**src/rtl/seq_fsm_pkg.sv**
```systemverilog
// Shared definitions for the serializer front end and the serial sequence-detector FSMs.
// Holds the serializer state encoding and the default idle line level.
package seq_fsm_pkg;

    typedef enum logic [1:0] {
        StIdle  = 2'b00,
        StShift = 2'b01,
        StPar   = 2'b10
    } ser_state_e;

    // Line level between frames; a marking-high line keeps detectors from seeing stray zeros.
    localparam logic IdleBitDefault = 1'b1;

endpackage

```
**src/rtl/piso_shift_reg.sv**
```systemverilog
// Parallel-in serial-out shift register used by bit_serializer.
// Exposes the head bit of the incoming word and the bit following the current head.
module piso_shift_reg #(
    parameter int unsigned WIDTH     = 8,
    parameter bit          MSB_FIRST = 1'b1
) (
    input  logic             clk,
    input  logic             rst,
    input  logic             load_i,
    input  logic             shift_i,
    input  logic [WIDTH-1:0] data_i,
    output logic             first_o,
    output logic             next_o
);

    logic [WIDTH-1:0] sr_q;
    logic [WIDTH-1:0] sr_d;

    always_comb begin
        sr_d = sr_q;
        if (load_i) begin
            sr_d = data_i;
        end else if (shift_i) begin
            sr_d = MSB_FIRST ? {sr_q[WIDTH-2:0], 1'b0} : {1'b0, sr_q[WIDTH-1:1]};
        end
    end

    always_ff @(posedge clk) begin
        if (rst) begin
            sr_q <= '0;
        end else begin
            sr_q <= sr_d;
        end
    end

    // The head of the register is already on the line, so the caller needs the bit after it.
    assign first_o = MSB_FIRST ? data_i[WIDTH-1] : data_i[0];
    assign next_o  = MSB_FIRST ? sr_q[WIDTH-2]   : sr_q[1];

endmodule

```
**src/rtl/bit_serializer.sv**
```systemverilog
// Parallel-to-serial front end feeding the serial sequence detectors over valid/ready.
// Define PARITY_EN to append one even-parity bit to every frame.
module bit_serializer
    import seq_fsm_pkg::*;
#(
    parameter int unsigned WIDTH     = 8,
    parameter bit          MSB_FIRST = 1'b1,
    parameter logic        IDLE_BIT  = IdleBitDefault
) (
    input  logic             clk,
    input  logic             rst,
    input  logic [WIDTH-1:0] din_i,
    input  logic             din_valid_i,
    output logic             din_ready_o,
    output logic             sout_o,
    output logic             sout_valid_o,
    output logic             busy_o,
    output logic             frame_done_o
);

    localparam int unsigned     CntW    = $clog2(WIDTH);
    localparam logic [CntW-1:0] CntLast = CntW'(WIDTH - 1);

    ser_state_e      state_q, state_d;
    logic [CntW-1:0] cnt_q, cnt_d;
    logic            sout_q, sout_d;
    logic            sout_valid_q, sout_valid_d;

    logic            xfer;
    logic            last_bit;
    logic            end_frame;
    logic            load;
    logic            shift;
    logic            first_bit;
    logic            next_bit;

`ifdef PARITY_EN
    logic            parity_q;
`endif

    piso_shift_reg #(
        .WIDTH     (WIDTH),
        .MSB_FIRST (MSB_FIRST)
    ) u_piso (
        .clk     (clk),
        .rst     (rst),
        .load_i  (load),
        .shift_i (shift),
        .data_i  (din_i),
        .first_o (first_bit),
        .next_o  (next_bit)
    );

    assign xfer     = din_valid_i & din_ready_o;
    assign last_bit = (cnt_q == CntLast);

    // State register
    always_ff @(posedge clk) begin
        if (rst) begin
            state_q      <= StIdle;
            cnt_q        <= '0;
            sout_q       <= IDLE_BIT;
            sout_valid_q <= 1'b0;
        end else begin
            state_q      <= state_d;
            cnt_q        <= cnt_d;
            sout_q       <= sout_d;
            sout_valid_q <= sout_valid_d;
        end
    end

`ifdef PARITY_EN
    always_ff @(posedge clk) begin
        if (rst) begin
            parity_q <= 1'b0;
        end else if (load) begin
            parity_q <= ^din_i;
        end
    end
`endif

    // Next-state logic
    always_comb begin
        state_d   = state_q;
        cnt_d     = cnt_q;
        sout_d    = sout_q;
        load      = 1'b0;
        shift     = 1'b0;
        end_frame = 1'b0;

        case (state_q)
            StIdle: begin
                end_frame = 1'b1;
            end
            StShift: begin
                if (!last_bit) begin
                    shift  = 1'b1;
                    cnt_d  = cnt_q + 1'b1;
                    sout_d = next_bit;
                end else begin
`ifdef PARITY_EN
                    state_d = StPar;
                    cnt_d   = '0;
                    sout_d  = parity_q;
`else
                    end_frame = 1'b1;
`endif
                end
            end
`ifdef PARITY_EN
            StPar: begin
                end_frame = 1'b1;
            end
`endif
            default: begin
                end_frame = 1'b1;
            end
        endcase

        // Either start the next word with no gap or drop the line back to idle.
        if (end_frame) begin
            cnt_d = '0;
            if (xfer) begin
                load    = 1'b1;
                state_d = StShift;
                sout_d  = first_bit;
            end else begin
                state_d = StIdle;
                sout_d  = IDLE_BIT;
            end
        end

        sout_valid_d = (state_d != StIdle);
    end

    // Output logic
    always_comb begin
        din_ready_o  = 1'b0;
        frame_done_o = 1'b0;
        case (state_q)
            StIdle: begin
                din_ready_o = 1'b1;
            end
            StShift: begin
`ifdef PARITY_EN
                din_ready_o  = 1'b0;
                frame_done_o = 1'b0;
`else
                din_ready_o  = last_bit;
                frame_done_o = last_bit;
`endif
            end
`ifdef PARITY_EN
            StPar: begin
                din_ready_o  = 1'b1;
                frame_done_o = 1'b1;
            end
`endif
            default: begin
                din_ready_o = 1'b0;
            end
        endcase
        if (rst) begin
            din_ready_o = 1'b0;
        end
    end

    assign busy_o       = (state_q != StIdle);
    assign sout_o       = sout_q;
    assign sout_valid_o = sout_valid_q;

endmodule
```
**config.mk**
```make
export PLATFORM = sky130hd
export DESIGN_NAME = bit_serializer
export DESIGN_NICKNAME = d
export VERILOG_FILES = /design/src/rtl/seq_fsm_pkg.sv /design/src/rtl/piso_shift_reg.sv /design/src/rtl/bit_serializer.sv
export SDC_FILE = /design/constraint.sdc
export NUM_CORES = 1
export LEC_CHECK = 0
export BUFFER_PORTS_ARGS = -buffer_cell sky130_fd_sc_hd__buf_4
export CAP_MARGIN = 5
export CORE_UTILIZATION = 30
export DETAILED_ROUTE_END_ITERATION = 8
export GPL_TIMING_DRIVEN = 0
export SLEW_MARGIN = 20
export SYNTH_ARGS = -nofsm -noshare
export SYNTH_HDL_FRONTEND = slang
export SYNTH_SLANG_ARGS = --single-unit
```
**constraint.sdc**
```tcl
create_clock -name clk -period 2.35 [get_ports clk]
set_input_delay 0.5875 -clock clk [delete_from_list [all_inputs] [get_ports clk]]
set_output_delay 0.5875 -clock clk [all_outputs]
set_load 0.05 [all_outputs]
```
==> results of run 1 <==
[worst max-delay path: stages, from the launching register on]
cell      delay (ps)
dfxtp_1          320
ha_1             200
ha_1             220
nor2b_1          110
clkbuf_2         220
nor2_1            80
buf_4            190
[power by group through the flow]
stage               Combinational [mW]  Clock, mW  Sequential, mW
detailed placement              0.0659          0           0.256
floorplan                       0.0384          0           0.259
CTS                             0.0661      0.135           0.250
finish                          0.0663      0.137           0.250
global placement                0.0654          0           0.256
global route                    0.0712      0.149           0.251
[registers in the layout (all words and copies together), names as in the netlist]
signal	cells
cnt_q	3
u_piso.sr_q	7
sout_o	1
state_q	2
sout_valid_o	1
[layout by cell type (no fill, tap or decap)]
cell	instances
dfxtp_1	14
nor4_1	1
nand4_1	1
a21oi_1	9
buf_8	1
clkbuf_4	3
nor3_1	1
clkbuf_2	1
clkbuf_1	2
conb_1	1
o41ai_1	6
nor2b_1	1
nand2_1	1
inv_1	2
o311ai_1	1
o21ai_1	1
buf_4	14
nor2_1	4
mux2i_1	6
ha_1	2
buf_6	1
or3b_1	1
or2_2	2
nor3b_2	2
nand3_1	1
or2b_1	1
[through the flow]
step	worst slack (ps)	hold slack (ps)	instance area [um2]	total power, mW	util, %
CTS	5.59	436	788	0.451	40.2
finish	154	432	790	0.454	40.2
detailed placement	311	428	766	0.322	39.0
floorplan	34.4	406	627	0.297	-
global route	30.7	474	790	0.472	40.2
global placement	308	415	766	0.321	39.0
[worst max-delay path by stage]
| stage | slack [ps] | from | to |
|---|---|---|---|
| floorplan | 30 | rst | din_ready_o |
| global placement | 310 | cnt_q[0] | din_ready_o |
| detailed placement | 310 | cnt_q[0] | din_ready_o |
| CTS | 6 | cnt_q[0] | din_ready_o |
| global route | 30 | cnt_q[0] | din_ready_o |
| finish | 150 | cnt_q[0] | din_ready_o |
[metal layers]
metal	part of all wire (%)	vias to the layer above	track usage [%]
met5	0	-	0
met1	48	223	16.8
met4	1.3	0	6.67
met3	4.6	3	3.40
li1	-	270	-
met2	46	19	17.6
[cells by family (layout without fill, tap and decap cells)]
| logic type | count (synthesis) | in the layout | share of synthesized area (%) |
|---|---|---|---|
| compound gates | 17 | 17 | 17.8 |
| mux | 6 | 6 | 9.58 |
| buf+inv | 7 | 24 | 7.19 |
| simple gates | 16 | 16 | 16.2 |
| other cells | 1 | 1 | 0.598 |
| flops | 14 | 14 | 44.7 |
| fa+ha+maj | 2 | 2 | 3.99 |
[cell type report]
type | instances | area (um2)
repair buffers | 14 | 105
fillers | 215 | 1170
well taps | 27 | 33.8
multi-input cells | 42 | 302
clock buffers | 3 | 22.5
inverters | 2 | 7.51
plain buffers | 5 | 38.8
flip-flops and latches | 14 | 280
[timing repair]
action,4_1_cts,5_1_grt
resized for setup,0,2
hold buffers,0,0
endpoints found under the setup margin,0,1
==> results.ini, run 1 <==
[clocking]
cts_setup_buffers = 0
clock_path_buffers = 2
clock_sinks = 14
cts_root_buffer = clkbuf_4
numCtsBuffers = 3
clk_latency_ps = 280
h-tree-depth = 1
cts_tree = yes
clkTransAtPathRegs_ps = 80

[sta]
fin_crit_sh_pct = 93.5
hold_viol_final = 0
finClkSkew_ps = 7.72
max_clock_freq_mhz = 455
finalSetupViolCount = 0
finalSetupTns_ps = 0
rsz0062_at_grt = false
min_period_ps = 2200
drv_slew = 0

[pwr]
p_per_area_nw_per_um2 = 574
p_leak_nw = 0.361
ir_drop_mv = 0.188
power_switching_mw = 0.119
clockPowerShare_pct = 30.2
swShare_pct = 26.3
p_int_mw = 0.334
p_comb_share_pct = 14.6
seqPwrFrac_pct = 55.2

[synthesis]
synth_seq_cells = 14
yosysSeqAreaShare_pct = 44.7
synthTopCellsByCount = dfxtp_1 (14), a21oi_1 (9), mux2i_1 (6), o41ai_1 (6), nor2_1 (4)
synth_most_common_cell = dfxtp_1
yosys-top-cells-area = dfxtp_1 (45%), mux2i_1 (9.6%), o41ai_1 (8.4%), a21oi_1 (7.2%), ha_1 (4.0%)
ys.flop_type = dfxtp_1
yosys.area.top_type = dfxtp_1
mappedNetlistNets = 76
synth.distinct_cells = 23
synth_cells = 63
syn_area_um2 = 627
ys_async_sr_fraction_pct = 0
yosysWarnings = 0
syn_area_per_cell_um2 = 9.95
synth_top_area_share_pct = 44.7
synth_edf_count = 0

[setup_path]
required_ps = 1760
crit_type = flop to output port
reg2reg_slack_ps = 610
reg2reg_to = u_piso.sr_q[3]
r2r-start = cnt_q[0]
cp.arrival_ps = 1610
end_kind = output port
r2r_cells = 7
worstPathMaxFanout = 9
critPathLaunchType = flop

[detailed_routing]
via_count = 515
wl_per_cell_um = 12.1
ant_nets = 0
drt_iter0_drc = 11
drc = 0
routed_wl_mm = 1.30
via_per_inst = 4.81
dr.pass1.iters = 4

[finish]
area_growth_pct = 25.9
drive_above_1_share_pct = 30.0
stdcell_count = 107
final_nets = 95
diodes = 0

[floorplan]
placement_rows = 16
pin_count = 16
die_w_um = 47.7
dieArea_um2 = 2280
core-area_um2 = 1960
start_util_pct = 32.0
dieHeight_um = 47.7

[placement]
buffer_ports.inserted = 14
hpwl_um = 922
place_inst = 104
gp_congestion = 0.663

[grt]
grt_pass1_vias = 463
grt_max_degree = 11
grt-ovfl-total = 0
grt_pass1_wl_mm = 1.93
antenna_found_initial = 0
grtUsageTotal_pct = 12.3

[status]
status = finished, final reports clean

[hold_path]
hold_class = flop to flop
hold_start = cnt_q[0]
hold_end = cnt_q[0]
hold_depth = 1

[run]
cap_violations = 0

Note: power is estimated with default switching activity, not from simulation.
==> inputs of run 2 (changes only) <==
PLACE_DENSITY_LB_ADDON = 0.15   (was unset)
==> run 2 against run 1 <==
Clock power is 5% lower. First-iteration DRC count is 64% lower. Critical path depth stayed put. Utilization stayed put. Clock-buffer cell count stayed put. Worst setup slack better by 6.4 ps. Critical path type unchanged.
==> results.ini, run 2 (synthesis gave the netlist of run 1 again) <==
[sta]
finalSetupTns_ps = 0  ; unchanged
hold_viol_final = 0  ; unchanged
drv_slew = 0  ; unchanged
finalSetupViolCount = 0  ; unchanged
max_clock_freq_mhz = 457  ; was 455 MHz
finClkSkew_ps = 3.72  ; was 7.72 ps
fin_crit_sh_pct = 93.2  ; was 93.5%
min_period_ps = 2190  ; was 2200 ps
rsz0062_at_grt = false  ; unchanged

[setup_path]
end_kind = output port  ; unchanged
cp.arrival_ps = 1600  ; was 1610 ps
critPathLaunchType = flop  ; unchanged
crit_type = flop to output port  ; unchanged
worstPathMaxFanout = 9  ; unchanged
required_ps = 1760  ; about the same

[floorplan]
pin_count = 16  ; unchanged
core-area_um2 = 1960  ; unchanged
dieArea_um2 = 2280  ; unchanged
dieHeight_um = 47.7  ; unchanged
start_util_pct = 32.0  ; unchanged
placement_rows = 16  ; unchanged
die_w_um = 47.7  ; unchanged

[detailed_routing]
ant_nets = 0  ; unchanged
dr.pass1.iters = 5  ; was 4
via_per_inst = 4.76  ; was 4.81
routed_wl_mm = 1.29  ; was 1.30 mm
drt_iter0_drc = 4  ; was 11
drc = 0  ; unchanged
wl_per_cell_um = 12.1  ; about the same
via_count = 509  ; was 515

[clocking]
cts_resized = 0  ; unchanged
cts_setup_buffers = 0  ; unchanged
clkTransAtPathRegs_ps = 80  ; about the same
clk_latency_ps = 270  ; was 280 ps
cts_tree = yes  ; unchanged
clock_path_buffers = 2  ; unchanged
clock_sinks = 14  ; unchanged
h-tree-depth = 1  ; unchanged
numCtsBuffers = 3  ; unchanged
cts_root_buffer = clkbuf_4  ; unchanged
postCtsHoldBufs = 0  ; unchanged

[finish]
area_growth_pct = 25.9  ; unchanged
layout_common_cells = dfxtp_1 (14), buf_4 (14), a21oi_1 (9), mux2i_1 (6), o41ai_1 (6)  ; unchanged
diodes = 0  ; unchanged
final_nets = 95  ; unchanged
reg_top3 = u_piso.sr_q (7), cnt_q (3), state_q (2)  ; unchanged
regMostFlops = u_piso.sr_q  ; unchanged
largest_reg_flops = 7  ; unchanged
fill_cells = 224  ; was 215
drive_above_1_share_pct = 30.0  ; unchanged

[placement]
gp_congestion = 0.710  ; was 0.663
buffer_ports.inserted = 14  ; unchanged
hpwl_um = 919  ; was 922 um

[pwr]
total_power_mw = 0.447  ; was 0.454 mW
p_per_area_nw_per_um2 = 566  ; was 574 nW/um2
ir_drop_mv = 0.214  ; was 0.188 mV
p_leak_nw = 0.361  ; unchanged

[run]
cap_violations = 0  ; unchanged

[grt]
grt_pass1_vias = 436  ; was 463
grt-ovfl-total = 0  ; unchanged
grt_max_degree = 11  ; unchanged
grt_pass1_wl_mm = 1.93  ; unchanged
grtUsageTotal_pct = 12.8  ; was 12.3%
antenna_found_initial = 0  ; unchanged

[status]
status = finished, final reports clean  ; unchanged

[hold_path]
hold_class = flop to flop  ; unchanged

-- run 2: final cells by class --
| class | count | area (um2) | area share (%) |
|---|---|---|---|
| clock buffer | 3 | 22.5 | 2.85 |
| tap | 27 | 33.8 | 4.28 |
| buffer | 5 | 38.8 | 4.91 |
| multi-input combinational | 42 | 302 | 38.2 |
| timing repair buffer | 14 | 105 | 13.3 |
| inverter | 2 | 7.51 | 0.951 |
| sequential | 14 | 280 | 35.5 |
-- run 2: worst paths after layout --
path	from	end	slack, ps	depth (start not counted)
worst max register to register	cnt_q[0]	u_piso.sr_q[3]	610	7
worst min register to register	cnt_q[0]	cnt_q[0]	430	1
worst min-delay path	cnt_q[0]	cnt_q[0]	430	1
worst max-delay path	cnt_q[0]	din_ready_o	160	6
-- run 2: through the flow --
stage / hold slack, ps / cells / setup WS (ps) / util, % / area [um2]
2_1_floorplan: 406 / 63 / 34.4 / - / 627
3_3_place_gp: 420 / 104 / 298 / 39.0 / 766
3_5_place_dp: 426 / 104 / 326 / 39.0 / 766
4_1_cts: 437 / 107 / 6.84 / 40.2 / 788
5_1_grt: 462 / 107 / 75.2 / 40.2 / 790
6_report: 435 / 107 / 160 / 40.2 / 790
-- run 2: power breakdown --
group | switching (mW) | internal (mW) | leakage [nW] | total, mW
Sequential | 0.00444 | 0.246 | 0.114 | 0.250
Combinational | 0.0377 | 0.0286 | 0.233 | 0.0663
Clock | 0.0705 | 0.0593 | 0.0138 | 0.130
-- run 2: metal layers --
layer  share of wire [%]  global-route usage (%)
met1                  53                    19.3
met2                  41                    15.1
met3                 4.0                    3.77
met4                 1.6                    8.33
met5                   0                       0
-- run 2: critical path: stages, from the launching register on --
cell and delay [ps]:
dfxtp_1 320, ha_1 200, ha_1 220, nor2b_1 120
clkbuf_2 220, nor2_1 70, buf_4 190
